<file path="src/rtl/piano_tone_gen.sv">
// Key-to-tone engine: lowest pressed key wins, octave shift, pitch changes only at toggle edges, timed release tail.
// Latency: 2 cycles from key press to PLAY, first buzzer rise hp cycles later; no backpressure (free-running outputs).
module piano_tone_gen #(
    parameter int NUM_KEYS = 8,
    parameter int DIV_W    = 18,
    parameter int OCT_W    = 2,
    parameter logic [NUM_KEYS*DIV_W-1:0] HALF_TABLE = {
        18'd95557,  18'd101239, 18'd113636, 18'd127551,
        18'd143172, 18'd151685, 18'd170265, 18'd191110},
    parameter int RELEASE_CYC = 5000000,
    localparam int IDX_W = $clog2(NUM_KEYS)
) (
    input  logic                clk,
    input  logic                rst,
    input  logic [NUM_KEYS-1:0] key_input,
    input  logic                key_on,
    input  logic [OCT_W-1:0]    octave,
    output logic                buzzer_output,
    output logic [NUM_KEYS-1:0] led_output,
    output logic [IDX_W-1:0]    note_idx,
    output logic                note_active
);
    localparam int REL_W = $clog2(RELEASE_CYC) + 1;

    typedef enum logic [1:0] {IDLE, PLAY, RELEASE} state_t;

    state_t              state_q, state_d;
    logic [NUM_KEYS-1:0] key_q, key_d;
    logic                key_on_q, key_on_d;
    logic [OCT_W-1:0]    octave_q, octave_d;
    logic [DIV_W-1:0]    counter_q, counter_d;
    logic [REL_W-1:0]    rel_q, rel_d;
    logic                buzzer_q, buzzer_d;
    logic [IDX_W-1:0]    note_idx_q, note_idx_d;

    logic             pressed;
    logic [IDX_W-1:0] sel;
    logic [IDX_W-1:0] eff_idx;
    logic [DIV_W-1:0] hp_raw;
    logic [DIV_W-1:0] hp;

    always_comb begin
        pressed = key_on_q & (|key_q);
        sel     = '0;
        for (int i = NUM_KEYS - 1; i >= 0; i--) begin
            if (key_q[i]) sel = IDX_W'(i);
        end
        // While released, the held note keeps supplying the half-period.
        eff_idx = pressed ? sel : note_idx_q;
        hp_raw  = HALF_TABLE[eff_idx*DIV_W +: DIV_W] >> octave_q;
        hp      = (hp_raw == '0) ? DIV_W'(1) : hp_raw;
    end

    always_comb begin
        state_d    = state_q;
        key_d      = key_input;
        key_on_d   = key_on;
        octave_d   = octave;
        counter_d  = counter_q;
        rel_d      = rel_q;
        buzzer_d   = buzzer_q;
        note_idx_d = note_idx_q;
        case (state_q)
            IDLE: begin
                if (pressed) begin
                    state_d    = PLAY;
                    counter_d  = hp - DIV_W'(1);
                    buzzer_d   = 1'b0;
                    note_idx_d = sel;
                end
            end
            default: begin
                if (state_q == RELEASE && !pressed && rel_q == '0) begin
                    state_d   = IDLE;
                    buzzer_d  = 1'b0;
                    counter_d = '0;
                end else begin
                    if (counter_q == '0) begin
                        buzzer_d   = ~buzzer_q;
                        counter_d  = hp - DIV_W'(1);
                        note_idx_d = eff_idx;
                    end else begin
                        counter_d = counter_q - DIV_W'(1);
                    end
                    if (state_q == PLAY) begin
                        if (!pressed) begin
                            state_d = RELEASE;
                            rel_d   = REL_W'(RELEASE_CYC - 1);
                        end
                    end else if (pressed) begin
                        state_d = PLAY;
                    end else begin
                        rel_d = rel_q - REL_W'(1);
                    end
                end
            end
        endcase
    end

    always_ff @(posedge clk) begin
        if (!rst) begin
            state_q    <= IDLE;
            key_q      <= '0;
            key_on_q   <= 1'b0;
            octave_q   <= '0;
            counter_q  <= '0;
            rel_q      <= '0;
            buzzer_q   <= 1'b0;
            note_idx_q <= '0;
        end else begin
            state_q    <= state_d;
            key_q      <= key_d;
            key_on_q   <= key_on_d;
            octave_q   <= octave_d;
            counter_q  <= counter_d;
            rel_q      <= rel_d;
            buzzer_q   <= buzzer_d;
            note_idx_q <= note_idx_d;
        end
    end

    assign buzzer_output = buzzer_q;
    assign note_active   = (state_q != IDLE);
    assign note_idx      = note_idx_q;
    assign led_output    = note_active ? (NUM_KEYS'(1) << note_idx_q) : '0;
endmodule

</file>
<file path="config.mk">
export PLATFORM = sky130hd
export DESIGN_NAME = piano_tone_gen
export DESIGN_NICKNAME = d
export VERILOG_FILES = /design/src/rtl/piano_tone_gen.sv
export SDC_FILE = /design/constraint.sdc
export NUM_CORES = 1
export LEC_CHECK = 0
export ABC_AREA = 1
export BUFFER_PORTS_ARGS = -buffer_cell sky130_fd_sc_hd__buf_2
export CORE_MARGIN = 1.5
export CORE_UTILIZATION = 59
export CTS_CLUSTER_DIAMETER = 150
export DETAILED_ROUTE_END_ITERATION = 6
export PLACE_DENSITY = 0.89
export SLEW_MARGIN = 15
export SYNTH_ARGS = -nofsm -noshare
export SYNTH_HDL_FRONTEND = slang
export SYNTH_SLANG_ARGS = --single-unit
</file>
<file path="constraint.sdc">
create_clock -name clk -period 3.1 [get_ports clk]
set_input_delay 0.31 -clock clk [delete_from_list [all_inputs] [get_ports clk]]
set_output_delay 0.31 -clock clk [all_outputs]
set_load 0.05 [all_outputs]
</file>
==> results of run 1 <==
worst max-delay path by stage:
stage                              from                         to  slack (ps)  depth (start not counted)
floorplan           key_q[2]$_SDFF_PN0_  counter_q[6]$_SDFFE_PN0P_         280                         22
global placement    key_q[2]$_SDFF_PN0_  counter_q[6]$_SDFFE_PN0P_         320                         23
detailed placement  key_q[2]$_SDFF_PN0_  counter_q[6]$_SDFFE_PN0P_         140                         23
CTS                 key_q[2]$_SDFF_PN0_  counter_q[6]$_SDFFE_PN0P_         110                         23
global route        key_q[3]$_SDFF_PN0_  counter_q[6]$_SDFFE_PN0P_         -60                         22
finish              key_q[3]$_SDFF_PN0_  counter_q[6]$_SDFFE_PN0P_         180                         23
flip-flops by register name, indices dropped and copies added (netlist names):
name and flops:
state_q 2, key_q 8, key_on_q 1, rel_q 24
octave_q 2, note_idx 3, buzzer_output 1, counter_q 18
through the flow:
step	hold slack, ps	std cells	util [%]	area, um^2
3_5_place_dp	456	789	63.7	4640
3_3_place_gp	453	789	63.7	4640
4_1_cts	137	803	66.4	4840
5_1_grt	140	805	67.0	4890
2_1_floorplan	408	680	-	4460
6_report	143	805	67.0	4890
routing by layer:
layer	vias to the layer above	track usage, %
met5	-	0
met4	0	11.0
met3	27	6.18
met2	176	48.5
met1	2061	34.1
li1	2262	-
Yosys cell counts (all sizes together) (9+ instances only):
cell type	n	area [um^2]
ha	12	150
xor2	21	184
nand2	184	798
nand3	50	278
dfxtp	59	1180
inv	85	337
o21ai	64	335
clkbuf	11	41.3
nor2	77	352
nor3	17	133
buf	9	61.3
a21oi	41	209
power by group:
| part | internal [mW] | leakage [nW] | switching (mW) | total [mW] |
|---|---|---|---|---|
| logic | 0.486 | 1.76 | 0.927 | 1.41 |
| registers | 0.854 | 0.486 | 0.113 | 0.967 |
| clock network | 0.427 | 0.104 | 0.305 | 0.731 |
| total | 1.77 | 2.35 | 1.34 | 3.11 |
worst max-delay path: cells and delay by family (launching register included):
| family | cells | cell delay, ps |
|---|---|---|
| buf+inv | 4 | 350 |
| compound gates | 2 | 150 |
| simple gates | 15 | 1540 |
| flops | 1 | 320 |
| fa+ha+maj | 2 | 480 |
area by class of cell:
cell class              count  area (um^2)  area share, %
flip-flops and latches     59         1180           24.2
clock inverters             2         35.0          0.717
clock buffers              12          165           3.38
multi-input cells         515         2860           58.6
repair buffers             32          178           3.64
well taps                  99          124           2.53
inverters                  86          342           6.99
cells by family (layout without fill, tap and decap cells):
kind of cell,count (synthesis),after routing,share of synthesized area (%)
AOI/OAI and AO/OA,127,127,16.0
xor gates and xnor gates,27,27,5.30
adders and majority gates,12,12,3.37
buffers and inverters,106,132,9.96
DFF,59,59,26.5
and+or+nand+nor,349,349,38.9
repair_timing:
action                                  CTS  global route
endpoints found under the setup margin    0             5
buffers inserted                          0             2
resized for setup                         0             6
==> impl_metrics.toml, run 1 <==
[timing]
fmax_ghz = 0.343
slew_violations = 0
setup_viol = 0
fin_ws_ps = 182
max_slew_margin_pct = 40.9
post-route-period-util_pct = 94.1
tightest_slew_ps = 886
fin_worst_skew_ps = 9.06
hold_viol = 0
setup-tns-final_ps = 0
fin_crit_ps = 2920

[layout]
final_common_cell = "nand2_1"
syn_to_final_growth_pct = 9.57
drive_gt1_share_pct = 17.1
nNetsFinal = 728
nFillCells = 640
final_cell_mix = "nand2_1, inv_1, nor2_1, dfxtp_1, o21ai_0"
antennaDiodeCount = 0

[synth]
synthDistinctLibCells = 49
synth.net_count = 705
ys_warn_count = 0
synth.cell_area_mm2 = 0.00446
synthArstFlopShare_pct = 0
synth-seq-area-share_pct = 26.5
synth_edf_count = 0
ys_seq_elements = 59
avgSynthCellArea_um2 = 6.56
synth_flop_cell = "dfxtp_1"
synthCells = 680

[setup_path]
r2r_setup_slack_ps = 180
cp_slowest_cell = "dfxtp_1"
slowest_delay_ps = 320
rr_startpoint = "key_q[3]$_SDFF_PN0_"
cp.arrival_ps = 3170
rr_worst_depth = 23
start_kind = "flip-flop"
cp_max_fo = 8
rr_endpoint = "counter_q[6]$_SDFFE_PN0P_"
crit_path_end_kind = "flip-flop"
worstPathCellList = "nor2_2 > nand2_2 > nand2_4 > nand2_8 > inv_8 > nand2_2 > nand2_4 > inv_1 > ha_4 > nand2_2 > nand2_1 > a21oi_1 > nand2_1 > o21ai_2 > inv_2 > ha_2 > nand3_2 > nor2_4 > nand3b_1 > nand3_1 > nand3b_1 > nand2_1 > inv_1"
cp_data_required_time_ps = 3350
critPathKind = "reg -> reg"

[pwr]
p_per_area_mw_per_mm2 = 637
total_power_mw = 3.11
leakagePower_nw = 2.35
peakVddDrop_v = 0.000413

[floorplan]
die_h_um = 90.0
initial_core_util_pct = 61.2
fp.dieArea_mm2 = 0.00809
rows = 31
die_w_um = 90.0
io_pins = 26
coreArea_mm2 = 0.00729

[route]
wl_um = 11100
avgViaCountPerCell = 5.62
dr.max_layer_used = "met4"
routedWlPerCell_um = 13.8
via_count = 4526
drt-initial-drc-count = 325
drcViolationCount = 0
routedLengthMet1_um = 4730
wl_met3_um = 723
ant_nets = 0
wl_met2_um = 5380
dr.pass1.iters = 5

[grt]
antenna_found_initial = 0
gr-total-overflow = 0
grt_max_degree = 32
grt_pass1_wl_um = 18800
grtUsageTotal_pct = 28.1
grt_pass1_vias = 4261

[min_path]
hp-class = "in -> reg"
min_to = "key_on_q$_SDFF_PN0_"
hp-start = "key_on"
hold_depth = 3

[clock_network]
cts_htree_levels = 3
path_clk_slew_ps = 70
cts_sinks = 59
worstSkewPairLatency_ps = 350
cts_root_buffer = "clkbuf_8"
cts_tree = "built"
clockBufferDepth = 2
cts_buffers = 9
postCtsHoldBufs = 0

[run]
cap_violations = 0

[placement]
place_congestion = 0.927
numPortBuffers = 25
dpl_worst_slack_ps = 136
dp_hpwl_um = 7930

[outcome]
status = "complete, no violations"
Note: power is estimated with default switching activity, not from simulation.
==> run 2, diff against run 1 <==
Settings changed: CELL_PAD_IN_SITES_DETAIL_PLACEMENT set to 1, CELL_PAD_IN_SITES_GLOBAL_PLACEMENT set to 2, CORE_UTILIZATION 59 to 34, PLACE_DENSITY 0.89 to 0.91.
==> run 2 against run 1 <==
  * Die area up 71%
  * Global-route usage down 8.5 points
  * Via count down 0.35%
  * Sequential power about the same
  * Hold slack better by 12 ps
  * Core utilization down 27 points
  * Power up 6.1%
  * Highest routed layer unchanged
==> impl_metrics.toml, run 2 (same netlist as run 1, synthesis figures left out) <==
[layout]
antennaDiodeCount = 0
final_cell_mix = "nand2_1, inv_1, nor2_1, dfxtp_1, o21ai_0"
nNetsFinal = 730
final_common_cell = "nand2_1"
nFillCells = 1710
drive_gt1_share_pct = 17.3
syn_to_final_growth_pct = 13.0
reg_top3 = "rel_q (24), counter_q (18), key_q (8)"
largest_reg_flops = 24
top_register = "rel_q"

[floorplan]
io_pins = 26
die_w_um = 118
rows = 41
fp.dieArea_mm2 = 0.0138
initial_core_util_pct = 35.1
coreArea_mm2 = 0.0127
die_h_um = 118

[timing]
fmax_ghz = 0.349
tightest_slew_ps = 879
grt_setup_unrepaired = "false"
hold_viol = 0
post-route-period-util_pct = 92.3
slew_violations = 0
fin_worst_skew_ps = 6.83
max_slew_margin_pct = 41.3
setup_viol = 0
setup-tns-final_ps = 0
fin_crit_ps = 2860

[grt]
grtUsageTotal_pct = 19.6
antenna_found_initial = 0
grt_pass1_vias = 4711
grt_max_degree = 31
gr-total-overflow = 0
grt_pass1_wl_um = 22400

[pwr]
p_clk_share_pct = 27.3
p_int_mw = 1.87
p_sw_share_pct = 43.3
peakVddDrop_v = 0.000295
switchingPower_mw = 1.43
total_power_mw = 3.30
leakagePower_nw = 2.38
p_seq_share_pct = 29.4
combinationalPowerShare_pct = 43.3
p_per_area_mw_per_mm2 = 655

[placement]
dp_hpwl_um = 10100
place_congestion = 0.821
numPortBuffers = 25

[clock_network]
cts_tree = "built"
path_clk_slew_ps = 50
clockBufferDepth = 2
cts_root_buffer = "clkbuf_16"
cts_buffers = 9
cts_sinks = 59
postCtsHoldBufs = 0
worstSkewPairLatency_ps = 340
cts_htree_levels = 3

[min_path]
hp-class = "in -> reg"

[setup_path]
cp_data_required_time_ps = 3340
cp_max_fo = 8
crit_buf_inv = 4
critPathTopFamily = "simple AND/OR/NAND/NOR gates"
worstPathCellList = "nor2_2 > nand2_2 > nand2_4 > nand2_8 > inv_8 > nand2_2 > nand2_4 > inv_1 > ha_1 > nand2_2 > nand2_1 > a21oi_1 > nand2_1 > o21ai_2 > inv_2 > ha_2 > nand3_1 > nor2_4 > nand3b_1 > nand3_1 > nand3b_1 > nand2_1 > inv_1"
cp_slowest_cell = "dfxtp_1"
crit_path_end_kind = "flip-flop"
cp.arrival_ps = 3100
slowest_delay_ps = 320
start_kind = "flip-flop"
critPathKind = "reg -> reg"

[route]
wl_um = 13000
dr.pass1.iters = 4
drcViolationCount = 0
avgViaCountPerCell = 5.11
drt-initial-drc-count = 195
via_count = 4510
ant_nets = 0
routedWlPerCell_um = 14.8

[outcome]
status = "complete, no violations"

[run]
cap_violations = 0
-- run 2: changes by cell type in the layout (fill, tap and decap cells not counted), moves of 2 or more --
cell,before,now
buf_4,7,9
clkbuf_16,0,9
clkbuf_8,12,0
clkinv_2,2,6
-- run 2: final cells by class --
cell class / instances / area (um^2) / area share [%]
timing repair buffer: 34 / 193 / 3.82
inverter: 86 / 342 / 6.78
multi-input combinational: 515 / 2850 / 56.5
sequential: 59 / 1180 / 23.4
clock buffer: 10 / 229 / 4.54
tap: 172 / 215 / 4.27
clock inverter: 6 / 32.5 / 0.645
-- run 2: per-stage QoR --
stage | std cells | area (um^2) | hold WS [ps] | util (%) | setup slack, ps
6_report | 882 | 5040 | 155 | 39.6 | 238
5_1_grt | 882 | 5040 | 168 | 39.6 | 1.28
4_1_cts | 881 | 5020 | 145 | 39.5 | 116
3_5_place_dp | 865 | 4760 | 462 | 37.4 | 129
3_3_place_gp | 865 | 4760 | 459 | 37.4 | 275
2_1_floorplan | 680 | 4460 | 408 | - | 276
-- run 2: routing by layer --
metal | wire length [um] | GRT usage (%)
met1 | 6180 | 24.7
met2 | 6310 | 34.1
met3 | 337 | 3.54
met4 | 195 | 5.87
met5 | 0 | 0
-- run 2: repair_timing --
action	CTS	global route
gates resized for setup	0	4
setup buffers	0	1
endpoints found under the hold margin	0	0
endpoints found under the setup margin	0	4
-- run 2: worst min-delay path, delay by kind of cell --
| kind | cells | cell delay [ps] |
|---|---|---|
| simple gates | 1 | 40 |
| buf+inv | 2 | 110 |
-- run 2: final timing paths --
kind              slack (ps)                       start                    endpoint  cells past startpoint
setup / recovery         240         key_q[0]$_SDFF_PN0_   counter_q[6]$_SDFFE_PN0P_                     23
hold / removal           160                      key_on         key_on_q$_SDFF_PN0_                      3
setup reg to reg         240         key_q[0]$_SDFF_PN0_   counter_q[6]$_SDFFE_PN0P_                     23
hold reg to reg          470  buzzer_output$_SDFFE_PN0P_  buzzer_output$_SDFFE_PN0P_                      2
-- run 2: power by group through the flow --
stage / sequential (mW) / clock, mW / combinational (mW)
floorplan: 0.974 / 0 / 1.09
global placement: 0.978 / 0 / 1.38
detailed placement: 0.984 / 0 / 1.42
CTS: 0.969 / 0.919 / 1.43
global route: 0.984 / 0.951 / 1.62
finish: 0.970 / 0.901 / 1.43
==> run 3, diff against run 2 <==
Settings changed: CORE_ASPECT_RATIO set to 1.1.
==> run 3 against run 2 <==
  * Clock skew about the same
  * Die area about the same
  * Clock power is 14% higher
  * Setup slack better by 4.3 ps
  * First-iteration DRC count shrank 24%
  * Critical path depth did not move
  * Final area rose by 0.52%
  * Sequential cell count unchanged
  * Critical path type unchanged
  * Critical endpoint unchanged
  * Largest power group unchanged
==> impl_metrics.toml, run 3 (same netlist as run 1, synthesis figures left out) <==
[setup_path]
critPathTopFamily = "simple AND/OR/NAND/NOR gates"
rr_startpoint = "key_q[0]$_SDFF_PN0_"
cp_max_fo = 8
rr_worst_depth = 23
slowest_delay_ps = 320
cp_slowest_cell = "dfxtp_1"
crit_path_end_kind = "flip-flop"
worstPathCellList = "nor2_2 > nand2_2 > nand2_4 > nand2_8 > inv_8 > nand2_2 > nand2_4 > inv_1 > ha_1 > nand2_2 > nand2_1 > a21oi_1 > nand2_1 > o21ai_2 > inv_2 > ha_1 > nand3_2 > nor2_4 > nand3b_1 > nand3_1 > nand3b_1 > nand2_1 > inv_1"
start_kind = "flip-flop"
cp_data_required_time_ps = 3340
critical_path_depth = 23
crit_buf_inv = 4
cp-startpoint = "key_q[0]$_SDFF_PN0_"
cp.arrival_ps = 3100
critPathKind = "reg -> reg"

[timing]
slew_violations = 0
fin_crit_ps = 2860
setup_viol = 0
grt_setup_unrepaired = "true"
max_slew_margin_pct = 39.9
whs_ps = 152
fmax_ghz = 0.350
tightest_slew_ps = 900
fin_worst_skew_ps = 7.05
post-route-period-util_pct = 92.2
hold_viol = 0
fin_ws_ps = 242

[floorplan]
coreArea_mm2 = 0.0127
rows = 43
initial_core_util_pct = 35.1
io_pins = 26
fp.dieArea_mm2 = 0.0138
die_w_um = 112
die_h_um = 123

[route]
routedWlPerCell_um = 15.9
drcViolationCount = 0
via_count = 4545
wl_um = 13800
ant_nets = 0
avgViaCountPerCell = 5.24
drt-initial-drc-count = 149
dr.pass1.iters = 6

[clock_network]
worstSkewPairLatency_ps = 340
cts_root_buffer = "clkbuf_16"
cts_sinks = 59
path_clk_slew_ps = 60
cts_htree_levels = 3
clockBufferDepth = 2
cts_buffers = 9
cts_setup_buffers = 0
cts_tree = "built"
postCtsHoldBufs = 0

[layout]
final_cell_mix = "nand2_1, inv_1, nor2_1, dfxtp_1, o21ai_0"
fin_util_pct = 39.9
multi_input_area_mm2 = 0.00285
top_register = "rel_q"
syn_to_final_growth_pct = 13.6
nNetsFinal = 730
antennaDiodeCount = 0
nFillCells = 1671
register_area_mm2 = 0.00118
final_common_cell = "nand2_1"
stdcell_count = 867
reg_top3 = "rel_q (24), counter_q (18), key_q (8)"
drive_gt1_share_pct = 17.6
largest_reg_flops = 24

[placement]
place_congestion = 0.835
numPortBuffers = 25
dp_hpwl_um = 10700
place_inst = 851
dpl_worst_slack_ps = 160

[pwr]
p_sw_share_pct = 42.9
p_per_area_mw_per_mm2 = 679
switchingPower_mw = 1.48
p_clk_share_pct = 29.9
peakVddDrop_v = 0.000531
p_seq_share_pct = 28.2
p_int_mw = 1.97
leakagePower_nw = 2.40
combinationalPowerShare_pct = 41.9

[grt]
antenna_found_initial = 0
grtUsageTotal_pct = 21.1
grt_max_degree = 32
grt_pass1_vias = 4767
gr-total-overflow = 0
grt_pass1_wl_um = 23000

[min_path]
hold_depth = 3
hp-start = "octave[1]"
hp-class = "in -> reg"

[outcome]
status = "complete, no violations"

[run]
cap_violations = 0
run 3: cell type report:
cell class / count / share of cell area, %
tap: 157 / 3.88
multi-input combinational: 515 / 56.3
timing repair buffer: 34 / 3.80
sequential: 59 / 23.3
inverter: 86 / 6.74
clock inverter: 7 / 1.51
clock buffer: 9 / 4.45
run 3: routing by layer:
metal  track usage, %  part of all wire, %  vias up
met2             40.6                   54       46
met4             7.04                  1.5        0
li1                 -                    -     2263
met3             4.41                  2.3       16
met5                0                    0        -
met1             23.0                   42     2220
run 3: path summary, 6_finish.rpt:
| kind | slack, ps | to |
|---|---|---|
| setup / recovery | 240 | counter_q[6]$_SDFFE_PN0P_ |
| hold / removal | 150 | octave_q[1]$_SDFF_PN0_ |
| setup reg to reg | 240 | counter_q[6]$_SDFFE_PN0P_ |
| hold reg to reg | 470 | buzzer_output$_SDFFE_PN0P_ |
run 3: repair_timing:
| action | 4_1_cts | 5_1_grt |
|---|---|---|
| endpoints found under the hold margin | 0 | 0 |
| resized for setup | 0 | 6 |
| setup endpoints to repair | 0 | 4 |
run 3: tightest hold or removal path, cell delays in order:
cell	delay (ps)
buf_2	80
nand2_1	40
inv_1	40
run 3: per-stage QoR:
stage,power (mW),instance area [um^2],setup TNS (ps)
final,3.44,5070,0
after global routing,3.70,5070,-17.5
after CTS,3.47,5050,0
after detailed placement,2.42,4750,0
after global placement,2.37,4750,0
after floorplan,2.06,4460,0
run 3: power groups by stage:
stage	Sequential (mW)	Clock (mW)	Combinational (mW)
2_1_floorplan	0.974	0	1.09
3_3_place_gp	0.980	0	1.39
3_5_place_dp	0.984	0	1.43
4_1_cts	0.969	1.06	1.44
5_1_grt	0.984	1.09	1.62
6_report	0.970	1.03	1.44
